File: config.mk
export PLATFORM = sky130hd
export DESIGN_NAME = regbank_initiator_flat
export DESIGN_NICKNAME = d
export VERILOG_FILES = /design/src/rtl/regbank_initiator_if.sv /design/src/rtl/regbank_initiator.sv /design/src/flat_wrapper.sv
export SDC_FILE = /design/constraint.sdc
export NUM_CORES = 1
export LEC_CHECK = 0
export CAP_MARGIN = 30
export CORE_MARGIN = 4
export CORE_UTILIZATION = 37
export DETAILED_ROUTE_END_ITERATION = 8
export GPL_ROUTABILITY_DRIVEN = 0
export PLACE_DENSITY = 0.76
export SLEW_MARGIN = 20
export SYNTH_ARGS = -nofsm -noshare
export SYNTH_HDL_FRONTEND = slang
export SYNTH_SLANG_ARGS = --single-unit
File: constraint.sdc
create_clock -name clk -period 1.9 [get_ports clk]
set_input_delay 0.475 -clock clk [delete_from_list [all_inputs] [get_ports clk]]
set_output_delay 0.475 -clock clk [all_outputs]
set_load 0.05 [all_outputs]
File: src/rtl/regbank_initiator_if.sv
// regbank_initiator_if: request/response handshakes plus the register-bank trigger side
interface regbank_initiator_if;
    logic        rd_valid;
    logic        rd_ready;
    logic [3:0]  rd_addr;
    logic        rsp_valid;
    logic        rsp_ready;
    logic [31:0] rsp_data;
    logic        rsp_err;
    logic        wr_valid;
    logic        wr_ready;
    logic [3:0]  wr_addr;
    logic [31:0] wr_data;
    logic        triggerOutr;
    logic [3:0]  addrr;
    logic        readyIn;
    logic [31:0] dataIn;
    logic        triggerOutw;
    logic [3:0]  addrw;
    logic [31:0] dataOut;
    modport master (
        input  rd_valid, rd_addr, rsp_ready, wr_valid, wr_addr, wr_data, readyIn, dataIn,
        output rd_ready, rsp_valid, rsp_data, rsp_err, wr_ready, triggerOutr, addrr,
               triggerOutw, addrw, dataOut
    );
    modport slave (
        output rd_valid, rd_addr, rsp_ready, wr_valid, wr_addr, wr_data, readyIn, dataIn,
        input  rd_ready, rsp_valid, rsp_data, rsp_err, wr_ready, triggerOutr, addrr,
               triggerOutw, addrw, dataOut
    );
endinterface

File: src/rtl/regbank_initiator.sv
// regbank_initiator: turns valid/ready register reads/writes into two-phase bank trigger toggles
module regbank_initiator #(
    parameter int WR_HOLD    = 2,
    parameter int RD_WAIT    = 4,
    parameter int RD_TIMEOUT = 16
) (
    input  logic                       clk,
    input  logic                       rstn,
    regbank_initiator_if.master        bus
);
    localparam logic [2:0] S_IDLE     = 3'd0;
    localparam logic [2:0] S_WR_SETUP = 3'd1;
    localparam logic [2:0] S_WR_HOLD  = 3'd2;
    localparam logic [2:0] S_RD_SETUP = 3'd3;
    localparam logic [2:0] S_RD_WAIT  = 3'd4;
    localparam logic [2:0] S_RD_DONE  = 3'd5;
    localparam logic [2:0] S_RSP      = 3'd6;
    localparam logic [4:0] WR_HOLD_C  = 5'(WR_HOLD);
    localparam logic [4:0] RD_WAIT_C  = 5'(RD_WAIT);
    localparam logic [4:0] RD_TO_C    = 5'(RD_TIMEOUT);

    logic [2:0]  state_q, state_d;
    logic [4:0]  cnt_q, cnt_d;
    logic [1:0]  sync_q, sync_d;
    logic [31:0] rsp_data_q, rsp_data_d;
    logic        rsp_err_q, rsp_err_d;
    logic [3:0]  addrr_q, addrr_d;
    logic [3:0]  addrw_q, addrw_d;
    logic [31:0] data_out_q, data_out_d;
    logic        trigr_d, trigw_d;
    // power-up level only: any reset-driven change would itself be a bank access
    logic        trigr_q = 1'b0;
    logic        trigw_q = 1'b0;

    always_comb begin
        state_d    = state_q;
        cnt_d      = cnt_q;
        sync_d     = {sync_q[0], bus.readyIn};
        rsp_data_d = rsp_data_q;
        rsp_err_d  = rsp_err_q;
        addrr_d    = addrr_q;
        addrw_d    = addrw_q;
        data_out_d = data_out_q;
        trigr_d    = trigr_q;
        trigw_d    = trigw_q;
        case (state_q)
            S_IDLE: begin
                if (bus.wr_valid) begin
                    state_d    = S_WR_SETUP;
                    addrw_d    = bus.wr_addr;
                    data_out_d = bus.wr_data;
                end else if (bus.rd_valid) begin
                    state_d = S_RD_SETUP;
                    addrr_d = bus.rd_addr;
                end
            end
            S_WR_SETUP: begin
                trigw_d = ~trigw_q;
                cnt_d   = WR_HOLD_C;
                state_d = S_WR_HOLD;
            end
            S_WR_HOLD: begin
                cnt_d   = cnt_q - 5'd1;
                state_d = (cnt_q <= 5'd1) ? S_IDLE : S_WR_HOLD;
            end
            S_RD_SETUP: begin
                trigr_d = ~trigr_q;
                cnt_d   = RD_WAIT_C;
                state_d = S_RD_WAIT;
            end
            S_RD_WAIT: begin
                cnt_d   = (cnt_q <= 5'd1) ? RD_TO_C : cnt_q - 5'd1;
                state_d = (cnt_q <= 5'd1) ? S_RD_DONE : S_RD_WAIT;
            end
            S_RD_DONE: begin
                if (sync_q[1]) begin
                    rsp_data_d = bus.dataIn;
                    rsp_err_d  = 1'b0;
                    state_d    = S_RSP;
                end else if (cnt_q == 5'd0) begin
                    rsp_data_d = 32'd0;
                    rsp_err_d  = 1'b1;
                    state_d    = S_RSP;
                end else begin
                    cnt_d = cnt_q - 5'd1;
                end
            end
            S_RSP:   state_d = bus.rsp_ready ? S_IDLE : S_RSP;
            default: state_d = S_IDLE;
        endcase
    end

    always_ff @(posedge clk) begin
        if (!rstn) begin
            state_q    <= S_IDLE;
            cnt_q      <= 5'd0;
            sync_q     <= 2'd0;
            rsp_data_q <= 32'd0;
            rsp_err_q  <= 1'b0;
            addrr_q    <= 4'd0;
            addrw_q    <= 4'd0;
            data_out_q <= 32'd0;
        end else begin
            state_q    <= state_d;
            cnt_q      <= cnt_d;
            sync_q     <= sync_d;
            rsp_data_q <= rsp_data_d;
            rsp_err_q  <= rsp_err_d;
            addrr_q    <= addrr_d;
            addrw_q    <= addrw_d;
            data_out_q <= data_out_d;
        end
    end

    always_ff @(posedge clk) begin
        if (rstn) begin
            trigr_q <= trigr_d;
            trigw_q <= trigw_d;
        end
    end

    assign bus.wr_ready    = state_q == S_IDLE;
    assign bus.rd_ready    = (state_q == S_IDLE) && !bus.wr_valid;
    assign bus.rsp_valid   = state_q == S_RSP;
    assign bus.rsp_data    = rsp_data_q;
    assign bus.rsp_err     = rsp_err_q;
    assign bus.triggerOutr = trigr_q;
    assign bus.triggerOutw = trigw_q;
    assign bus.addrr       = addrr_q;
    assign bus.addrw       = addrw_q;
    assign bus.dataOut     = data_out_q;
endmodule

File: src/flat_wrapper.sv
// flat-port wrapper written by rule: the top's interface ports become plain ports
module regbank_initiator_flat 
#(
    parameter int WR_HOLD    = 2,
    parameter int RD_WAIT    = 4,
    parameter int RD_TIMEOUT = 16
)
  (clk, rstn, bus_rd_valid, bus_rd_addr, bus_rsp_ready, bus_wr_valid, bus_wr_addr, bus_wr_data, bus_readyIn, bus_dataIn, bus_rd_ready, bus_rsp_valid, bus_rsp_data, bus_rsp_err, bus_wr_ready, bus_triggerOutr, bus_addrr, bus_triggerOutw, bus_addrw, bus_dataOut);
  regbank_initiator_if bus_i ();
  input  logic clk;
  input  logic rstn;
  input wire logic [$bits(bus_i.rd_valid)-1:0] bus_rd_valid;
  input wire logic [$bits(bus_i.rd_addr)-1:0] bus_rd_addr;
  input wire logic [$bits(bus_i.rsp_ready)-1:0] bus_rsp_ready;
  input wire logic [$bits(bus_i.wr_valid)-1:0] bus_wr_valid;
  input wire logic [$bits(bus_i.wr_addr)-1:0] bus_wr_addr;
  input wire logic [$bits(bus_i.wr_data)-1:0] bus_wr_data;
  input wire logic [$bits(bus_i.readyIn)-1:0] bus_readyIn;
  input wire logic [$bits(bus_i.dataIn)-1:0] bus_dataIn;
  output wire logic [$bits(bus_i.rd_ready)-1:0] bus_rd_ready;
  output wire logic [$bits(bus_i.rsp_valid)-1:0] bus_rsp_valid;
  output wire logic [$bits(bus_i.rsp_data)-1:0] bus_rsp_data;
  output wire logic [$bits(bus_i.rsp_err)-1:0] bus_rsp_err;
  output wire logic [$bits(bus_i.wr_ready)-1:0] bus_wr_ready;
  output wire logic [$bits(bus_i.triggerOutr)-1:0] bus_triggerOutr;
  output wire logic [$bits(bus_i.addrr)-1:0] bus_addrr;
  output wire logic [$bits(bus_i.triggerOutw)-1:0] bus_triggerOutw;
  output wire logic [$bits(bus_i.addrw)-1:0] bus_addrw;
  output wire logic [$bits(bus_i.dataOut)-1:0] bus_dataOut;
  assign bus_i.rd_valid = bus_rd_valid;
  assign bus_i.rd_addr = bus_rd_addr;
  assign bus_i.rsp_ready = bus_rsp_ready;
  assign bus_i.wr_valid = bus_wr_valid;
  assign bus_i.wr_addr = bus_wr_addr;
  assign bus_i.wr_data = bus_wr_data;
  assign bus_i.readyIn = bus_readyIn;
  assign bus_i.dataIn = bus_dataIn;
  assign bus_rd_ready = bus_i.rd_ready;
  assign bus_rsp_valid = bus_i.rsp_valid;
  assign bus_rsp_data = bus_i.rsp_data;
  assign bus_rsp_err = bus_i.rsp_err;
  assign bus_wr_ready = bus_i.wr_ready;
  assign bus_triggerOutr = bus_i.triggerOutr;
  assign bus_addrr = bus_i.addrr;
  assign bus_triggerOutw = bus_i.triggerOutw;
  assign bus_addrw = bus_i.addrw;
  assign bus_dataOut = bus_i.dataOut;
  regbank_initiator #(.WR_HOLD(WR_HOLD), .RD_WAIT(RD_WAIT), .RD_TIMEOUT(RD_TIMEOUT)) u_core (.clk(clk), .rstn(rstn), .bus(bus_i));
endmodule
==> impl_summary.md, run 1 <==
Run status
The run finished with clean final reports.

Detailed routing
The initial detailed-routing violation count is 132. The number of optimization iterations in the first detailed-route pass is 5. The remaining antenna violation count is 0.

The post-detailed-routing wire length is 9788 um. Detailed routing inserted a total of 3380 vias. The remaining design rule violation count is 0.

The per-cell via count in the routed design is 5.037. After detailed routing, the average wire length per cell comes to 14.59 um. After detailed routing, the wire length on met1 is 3983 um. After detailed routing, no signal wire sits above met4. In the detailed route, the total length drawn on met2 is 4598 um.

The routed design uses 1181 um of met3 wire.

Power and ir drop
Of the total power, the share spent switching nets is 36.88%. The cell-internal power is 3.300 mW. Overall power consumption after layout is estimated at 5.228 mW.

Of the total power, the clock network draws 21.7%. The part of the total power dissipated in combinational logic is 38.2%. In this run, flip-flops and latches consume 40.1% of the power. For this design the static power due to leakage is 2.126 nW. In this run the power density over the cells is 1000 nW/um^2. The switching power summed over all nets is 1.928 mW.

VDD sags by at most 0.0003614 V.

Worst hold path
The worst min-delay path category is flop to flop.

Synthesis
The area of the mapped netlist is 3346 um^2. The unique cell type count in the Yosys netlist is 46. After synthesis, flip-flops and latches occupy 51.46% of the total area. During synthesis, Yosys emitted a total of 0 warnings.

After synthesis the netlist holds a flip-flop and latch count of 85. The cell count after synthesis is 391. Synthesis produced a netlist with a net count of 472. The average footprint of a synthesized cell is 8.557 um^2.

Clock network
Counting along the longest clock path gives a buffer depth of 2. In this run, CTS created clock tree buffers numbering 9. TritonCTS built the clock tree.

The buffer type at the clock tree root is sky130_fd_sc_hd__clkbuf_8. The register clock-pin slew on the reported worst setup and hold paths is 0.08 ns. The total of hold buffers inserted after clock tree synthesis is 0.

The clock tree synthesis step divided the H-tree into 3 levels. The insertion delay to the later sink of the worst-skew pair is 0.34 ns. Clock tree synthesis found a total of 85 sinks.

Timing
For the finished layout, the period the worst path requires is 1.891 ns. The clock arrives with 0.01347 ns of skew. The worst slew slack as a fraction of its limit is 74.21%. Setup repair after global routing could not meet its margin everywhere. Setup violations remaining at the end of the flow were counted as 0.

In the final timing run, aggregate negative setup slack is 0 ns. The maximum operating frequency is 528.8 MHz. In the finished design, the share of the clock period the worst path needs comes to 99.53%.

The number of pins exceeding their max-slew limit in the final report is 0. For the pin with the worst max-slew slack, the measured transition is 0.3853 ns. The final count of hold timing violations is 0.

Die
The die covers 10630 um^2. Row generation in the floorplan step produced 34 rows. The vertical extent of the die is 103.1 um. The placeable core area is 8763 um^2. The die is 103.1 um wide. For this configuration, the core starts out at a cell density of 38.18%. 156 I/O pins were placed.

Placed design
After legalization and detailed placement, the total HPWL measured 7215 um. The total placed instance area is 4966 um^2. Port buffering added 155 buffers.

Final layout
The area growth from synthesis to layout is 56.21%. For this run, the post-layout net count is 639. The post-route cell area is 5226 um^2. The area of combinational cells with multiple inputs is 1469 um^2. Leaving out fill and tap cells, the most frequent cells in the layout are sky130_fd_sc_hd__buf_4 (100), sky130_fd_sc_hd__nand2_1 (81), sky130_fd_sc_hd__dfxtp_1 (80), sky130_fd_sc_hd__clkdlybuf4s50_1 (76), sky130_fd_sc_hd__a21oi_1 (47). The final-layout fill cell count is 784.

The number of diodes is 0. The post-route netlist has 24.51% of its cells at a drive strength greater than 1. The flip-flop and latch area is 1730 um^2. Leaving out fill and tap cells, the most frequent cell in the layout is sky130_fd_sc_hd__buf_4.

Worst setup path
The maximum fanout encountered on the critical timing path is 5. The critical path is of the flop to flop type. The worst path arrival time is 2.14 ns. The endpoint required time on the critical path is 2.15 ns.

STA classifies the critical path startpoint as a flop. The critical path endpoint category is a flop.

Run
The tool flagged a number of max-cap violations equal to 0.

GRT
The remaining global-route overflow is 0. Entering global routing, the biggest net connects 37 pins. Global routing consumed, over all layers together, 17.12% of the routing resources. The number of antenna violations at the first check in global routing is 0.

The first global-routing pass estimated 14610 um of wire. The via count of the first global-routing pass came to 3143.
critical path, cell delays in order (launching register included):
cell and delay [ns]:
sky130_fd_sc_hd__dfxtp_2 0.37, sky130_fd_sc_hd__inv_2 0.05, sky130_fd_sc_hd__ha_1 0.18, sky130_fd_sc_hd__nor4b_4 0.15, sky130_fd_sc_hd__buf_4 0.16, sky130_fd_sc_hd__or2_1 0.25
sky130_fd_sc_hd__or4_1 0.43, sky130_fd_sc_hd__a41oi_1 0.23
worst paths after layout:
path                                     start                           end  slack (ns)  depth (start not counted)
setup / recovery  u_core.cnt_q[0]$_SDFFE_PN0P_  u_core.cnt_q[0]$_SDFFE_PN0P_       0.009                          7
hold / removal     u_core.sync_q[0]$_SDFF_PN0_   u_core.sync_q[1]$_SDFF_PN0_        0.44                          1
setup reg to reg  u_core.cnt_q[0]$_SDFFE_PN0P_  u_core.cnt_q[0]$_SDFFE_PN0P_       0.009                          7
hold reg to reg    u_core.sync_q[0]$_SDFF_PN0_   u_core.sync_q[1]$_SDFF_PN0_        0.44                          1
area by class of cell:
class	count	share of cell area (%)
sequential	85	33.11
timing repair buffer	186	32.27
multi-input combinational	268	28.11
tap	108	2.586
clock buffer	10	2.442
clock inverter	6	0.9097
inverter	8	0.5746
cells in the mapped netlist (all sizes together):
| cell | count | area (um^2) |
|---|---|---|
| a21o | 1 | 7.510 |
| nand2b | 4 | 25.02 |
| buf | 16 | 85.08 |
| and2 | 4 | 25.02 |
| or2 | 1 | 6.260 |
| clkbuf | 14 | 52.55 |
| nor3 | 5 | 41.29 |
| a31oi | 2 | 12.51 |
| a2bb2oi | 1 | 8.760 |
| nor2b | 1 | 6.260 |
| a41oi | 1 | 8.760 |
| o2bb2ai | 1 | 8.760 |
| o31a | 2 | 17.52 |
| nor4b | 1 | 23.77 |
| and3 | 1 | 6.260 |
| o211ai | 2 | 15.01 |
| o31ai | 2 | 15.01 |
| a21boi | 2 | 15.01 |
| ha | 3 | 37.54 |
| xnor2 | 1 | 8.760 |
| o21ai | 6 | 30.03 |
| o32a | 1 | 11.26 |
| dfxtp | 83 | 1662 |
| a311o | 1 | 10.01 |
| inv | 8 | 30.03 |
| a211oi | 4 | 30.03 |
| o21a | 2 | 15.01 |
| nor2 | 40 | 150.1 |
| edfxtp | 2 | 60.06 |
| a221oi | 1 | 8.760 |
| a311oi | 1 | 8.760 |
| or3 | 2 | 12.51 |
| nand3 | 7 | 35.03 |
| a22oi | 32 | 240.2 |
| o21bai | 3 | 26.27 |
| nor4 | 3 | 33.78 |
| or4 | 2 | 16.27 |
| a21oi | 47 | 235.2 |
| nand2 | 81 | 304.0 |
flip-flops by register name, summed over array words and instances (netlist names):
| register | flops |
|---|---|
| u_core.bus.triggerOutr | 1 |
| u_core.bus.rsp_err | 1 |
| u_core.bus.addrr | 4 |
| u_core.bus.addrw | 4 |
| u_core.bus.rsp_data | 32 |
| u_core.cnt_q | 5 |
| u_core.state_q | 3 |
| u_core.bus.triggerOutw | 1 |
| u_core.sync_q | 2 |
| u_core.bus.dataOut | 32 |
power groups by stage:
stage | logic, mW | clock network [mW] | registers [mW]
final | 2.00 | 1.13 | 2.10
after global routing | 2.16 | 1.25 | 2.12
after CTS | 1.89 | 1.19 | 2.09
after global placement | 1.85 | 0 | 2.12
after floorplan | 0.861 | 0 | 2.43
after detailed placement | 1.88 | 0 | 2.13
stage by stage:
| step | util, % | setup WS (ns) | cells | hold WS (ns) |
|---|---|---|---|---|
| after floorplan | - | 0.05369 | 391 | 0.4119 |
| after global placement | 56.67 | 0.02726 | 647 | 0.4166 |
| after detailed placement | 56.67 | -0.005448 | 647 | 0.4179 |
| after CTS | 58.79 | 0.002751 | 664 | 0.4378 |
| after global routing | 59.64 | -0.08947 | 671 | 0.4664 |
| final | 59.64 | 0.008977 | 671 | 0.4362 |
cells by family after synthesis:
family                   Yosys count  share of synthesized area, %
AO/OA/AOI/OAI                    112                         21.65
XOR/XNOR                           1                        0.2618
adder cells (fa/ha/maj)            3                         1.122
buffers and inverters             38                         5.011
flip-flops                        85                         51.46
AND/OR/NAND/NOR                  152                         20.49
routing by layer:
metal / global-route usage [%] / up-vias
met3: 6.766 / 4
li1: - / 1680
met1: 20.42 / 1560
met5: 0 / -
met4: 5.777 / 0
met2: 28.12 / 136
what timing repair did:
item / in CTS / in global routing
buffers inserted: 1 / 7
setup endpoints to repair: 3 / 8
resized for setup: 3 / 9
pin swaps: 1 / 2
Note: power is estimated with default switching activity, not from simulation.
==> inputs of run 2 (changes only) <==
--- a/config.mk
+++ b/config.mk
@@ -11,6 +11,7 @@
 export DETAILED_ROUTE_END_ITERATION = 8
 export GPL_ROUTABILITY_DRIVEN = 0
 export PLACE_DENSITY = 0.76
+export SKIP_CTS_REPAIR_TIMING = 1
 export SLEW_MARGIN = 20
 export SYNTH_ARGS = -nofsm -noshare
 export SYNTH_HDL_FRONTEND = slang
==> impl_summary.md, run 2 (synthesis results as in run 1) <==
Run status
The run finished with clean final reports.

Timing
The worst-case clock skew came to 0.01358 ns (+0.0001051 ns). The final count of hold timing violations is 0 (unchanged). The final critical-path share of the clock period was 97.69% (-1.8 points). Setup repair after global routing could not meet its margin everywhere. The actual transition at the worst max-transition pin is 0.4158 ns (+0.03050 ns). The post-layout minimum cycle time is 1.856 ns (-0.03497 ns). The maximum operating frequency is 538.8 MHz (+1.9%).

The final number of setup-violating endpoints is 0 (unchanged). The worst slew slack as a fraction of its limit is 72.16% (-2.0 points). The worst hold slack across all endpoints is 0.4370 ns (+0.0007870 ns).

The number of pins exceeding their max-slew limit in the final report came to 0 (unchanged).

Worst setup path
STA classifies the critical path startpoint as a flop. Traced cell by cell, the critical path runs through inv_2, ha_2, nor4b_4, buf_4, or2_4, or4_4, a41oi_2. The worst path arrival time is 2.11 ns (-0.03 ns). The critical path endpoint category is a flop. Among all stages on the critical path, the largest delay is contributed by sky130_fd_sc_hd__or4_4. The critical path is of the flop to flop type. The endpoint required time on the critical path is 2.16 ns (about the same). The largest stage delay on the critical path was 0.49 ns (+0.06 ns). The maximum fanout encountered on the critical timing path came to 5 (unchanged).

GRT
The largest net degree at the start of global routing is 37 (unchanged). The remaining global-route overflow is 0 (unchanged). The via count of the first global-routing pass is 3144 (+0.032%).

The number of antenna violations at the first check in global routing is 0 (unchanged). The wire length of the first global-routing pass is 14610 um (unchanged). The global routing usage summed across all routing layers is 17.12% (unchanged).

Clock network
The root buffer cell chosen for the clock tree is sky130_fd_sc_hd__clkbuf_8. The number of H-tree branching levels is 3 (unchanged). The maximum number of buffers from clock root to sink came to 2 (unchanged). The number of CTS-inserted buffers is 9 (unchanged). The TritonCTS clock tree is yes. The number of sinks driven by the clock tree was 85 (unchanged). The register clock-pin slew on the reported worst setup and hold paths is 0.08 ns (about the same). The insertion delay to the later sink of the worst-skew pair was 0.34 ns (about the same).

Placed design
The count of input and output buffers is 155 (unchanged). The total placed instance area is 4966 um^2 (unchanged). The half-perimeter wire length after detailed placement is 7215 um (unchanged). The number of cells in the design after placement is 647 (unchanged).

Die
The die outline area is 10630 um^2 (unchanged). The placeable core area was 8763 um^2 (unchanged). The count of boundary I/O pins is 156 (unchanged).

The placement row count is 34 (unchanged). The initial core utilization was 38.18% (unchanged). The die width came to 103.1 um (unchanged).

The vertical extent of the die was 103.1 um (unchanged).

Power and ir drop
The leakage power is 2.138 nW (+0.56%). The portion of total power attributed to sequential cells is 40.1% (about the same). The net switching share of the total power is 36.94% (+0.056 points). The part of the total power dissipated in combinational logic came to 38.1% (about the same). The power density of the placed cells was 995.9 nW/um^2 (-0.44%).

The maximum vdd ir drop was 0.0003622 V (+0.22%). The switching power summed over all nets came to 1.930 mW (about the same). The share of total power in the clock network came to 21.8% (about the same). The cell-internal power was 3.294 mW (-0.17%).

Detailed routing
The post-detailed-routing wire length came to 9738 um (-0.51%). The wire length per cell after detailed routing is 14.51 um (-0.51%). The via count was 3405 (+0.74%).

The initial detailed-routing violation count was 129 (-2.3%). The remaining antenna violation count was 0 (unchanged). The number of optimization iterations in the first detailed-route pass was 4 (-1). The remaining design rule violation count was 0 (unchanged).

The per-cell via count in the routed design is 5.075 (+0.74%).

Final layout
The number of diodes is 0 (unchanged). The share of layout cells above drive strength 1 is 25.58% (+1.1 points). The library cells used most frequently in the layout, excluding fill and tap cells, are sky130_fd_sc_hd__buf_4 (101), sky130_fd_sc_hd__nand2_1 (81), sky130_fd_sc_hd__dfxtp_1 (78), sky130_fd_sc_hd__clkdlybuf4s50_1 (76), sky130_fd_sc_hd__a21oi_1 (47). The post-route cell area is 5245 um^2 (+0.36%).

The filler-free cell count of the finished design is 671 (unchanged). The final-layout fill cell count is 777 (-0.89%). The net count of the finished layout is 639 (unchanged). The most common library cell in the layout ignoring fill and taps is sky130_fd_sc_hd__buf_4. The area growth from synthesis to layout is 56.77%.

Run
The count of maximum capacitance violations is 0 (unchanged).

Worst hold path
The worst min-delay path category is flop to flop.
run 2: metal layers:
layer | share of wire (%) | up-vias | track usage (%) | routed length, um
met4 | 0.91 | 0 | 5.777 | 89
met1 | 41 | 1578 | 20.42 | 3949
met2 | 46 | 138 | 28.12 | 4517
li1 | - | 1680 | - | -
met5 | 0 | - | 0 | 0
met3 | 12 | 9 | 6.766 | 1182
run 2: layout make-up:
type	count	area, um^2	area share, %
clock buffers	10	127.6	2.433
clock inverters	6	47.55	0.9065
inverters	8	30.03	0.5725
multi-input cells	268	1485	28.32
flip-flops and latches	85	1733	33.04
well taps	108	135.1	2.576
repair buffers	186	1687	32.16
run 2: through the flow:
stage               worst slack (ns)  total power [mW]  setup TNS [ns]  utilization [%]
finish                       0.04394             5.224               0            59.85
global placement             0.02726             3.975               0            56.67
CTS                          -0.1878             5.161         -0.3869            58.67
floorplan                    0.05369             3.294               0                -
global route                -0.01984             5.517        -0.04457            59.85
detailed placement         -0.005448             4.009       -0.005448            56.67
run 2: final timing paths:
check                          startpoint                           end  slack, ns  cells past startpoint
min reg2reg   u_core.sync_q[0]$_SDFF_PN0_   u_core.sync_q[1]$_SDFF_PN0_       0.44                      1
max          u_core.cnt_q[0]$_SDFFE_PN0P_  u_core.cnt_q[0]$_SDFFE_PN0P_       0.04                      7
min           u_core.sync_q[0]$_SDFF_PN0_   u_core.sync_q[1]$_SDFF_PN0_       0.44                      1
max reg2reg  u_core.cnt_q[0]$_SDFFE_PN0P_  u_core.cnt_q[0]$_SDFFE_PN0P_       0.04                      7
run 2: power by group through the flow:
stage	Combinational (mW)	Sequential (mW)	Clock, mW
after floorplan	0.861	2.43	0
after global placement	1.85	2.12	0
after detailed placement	1.88	2.13	0
after CTS	1.88	2.09	1.19
after global routing	2.15	2.12	1.25
final	1.99	2.10	1.14
run 2: worst max-delay path: cells and delay by family, from the launching register on:
family                     cells  cell delay, ns
buffers and inverters          2            0.21
DFF                            1            0.37
adders and majority gates      1            0.17
AOI/OAI and AO/OA              1            0.17
and+or+nand+nor                3            0.88
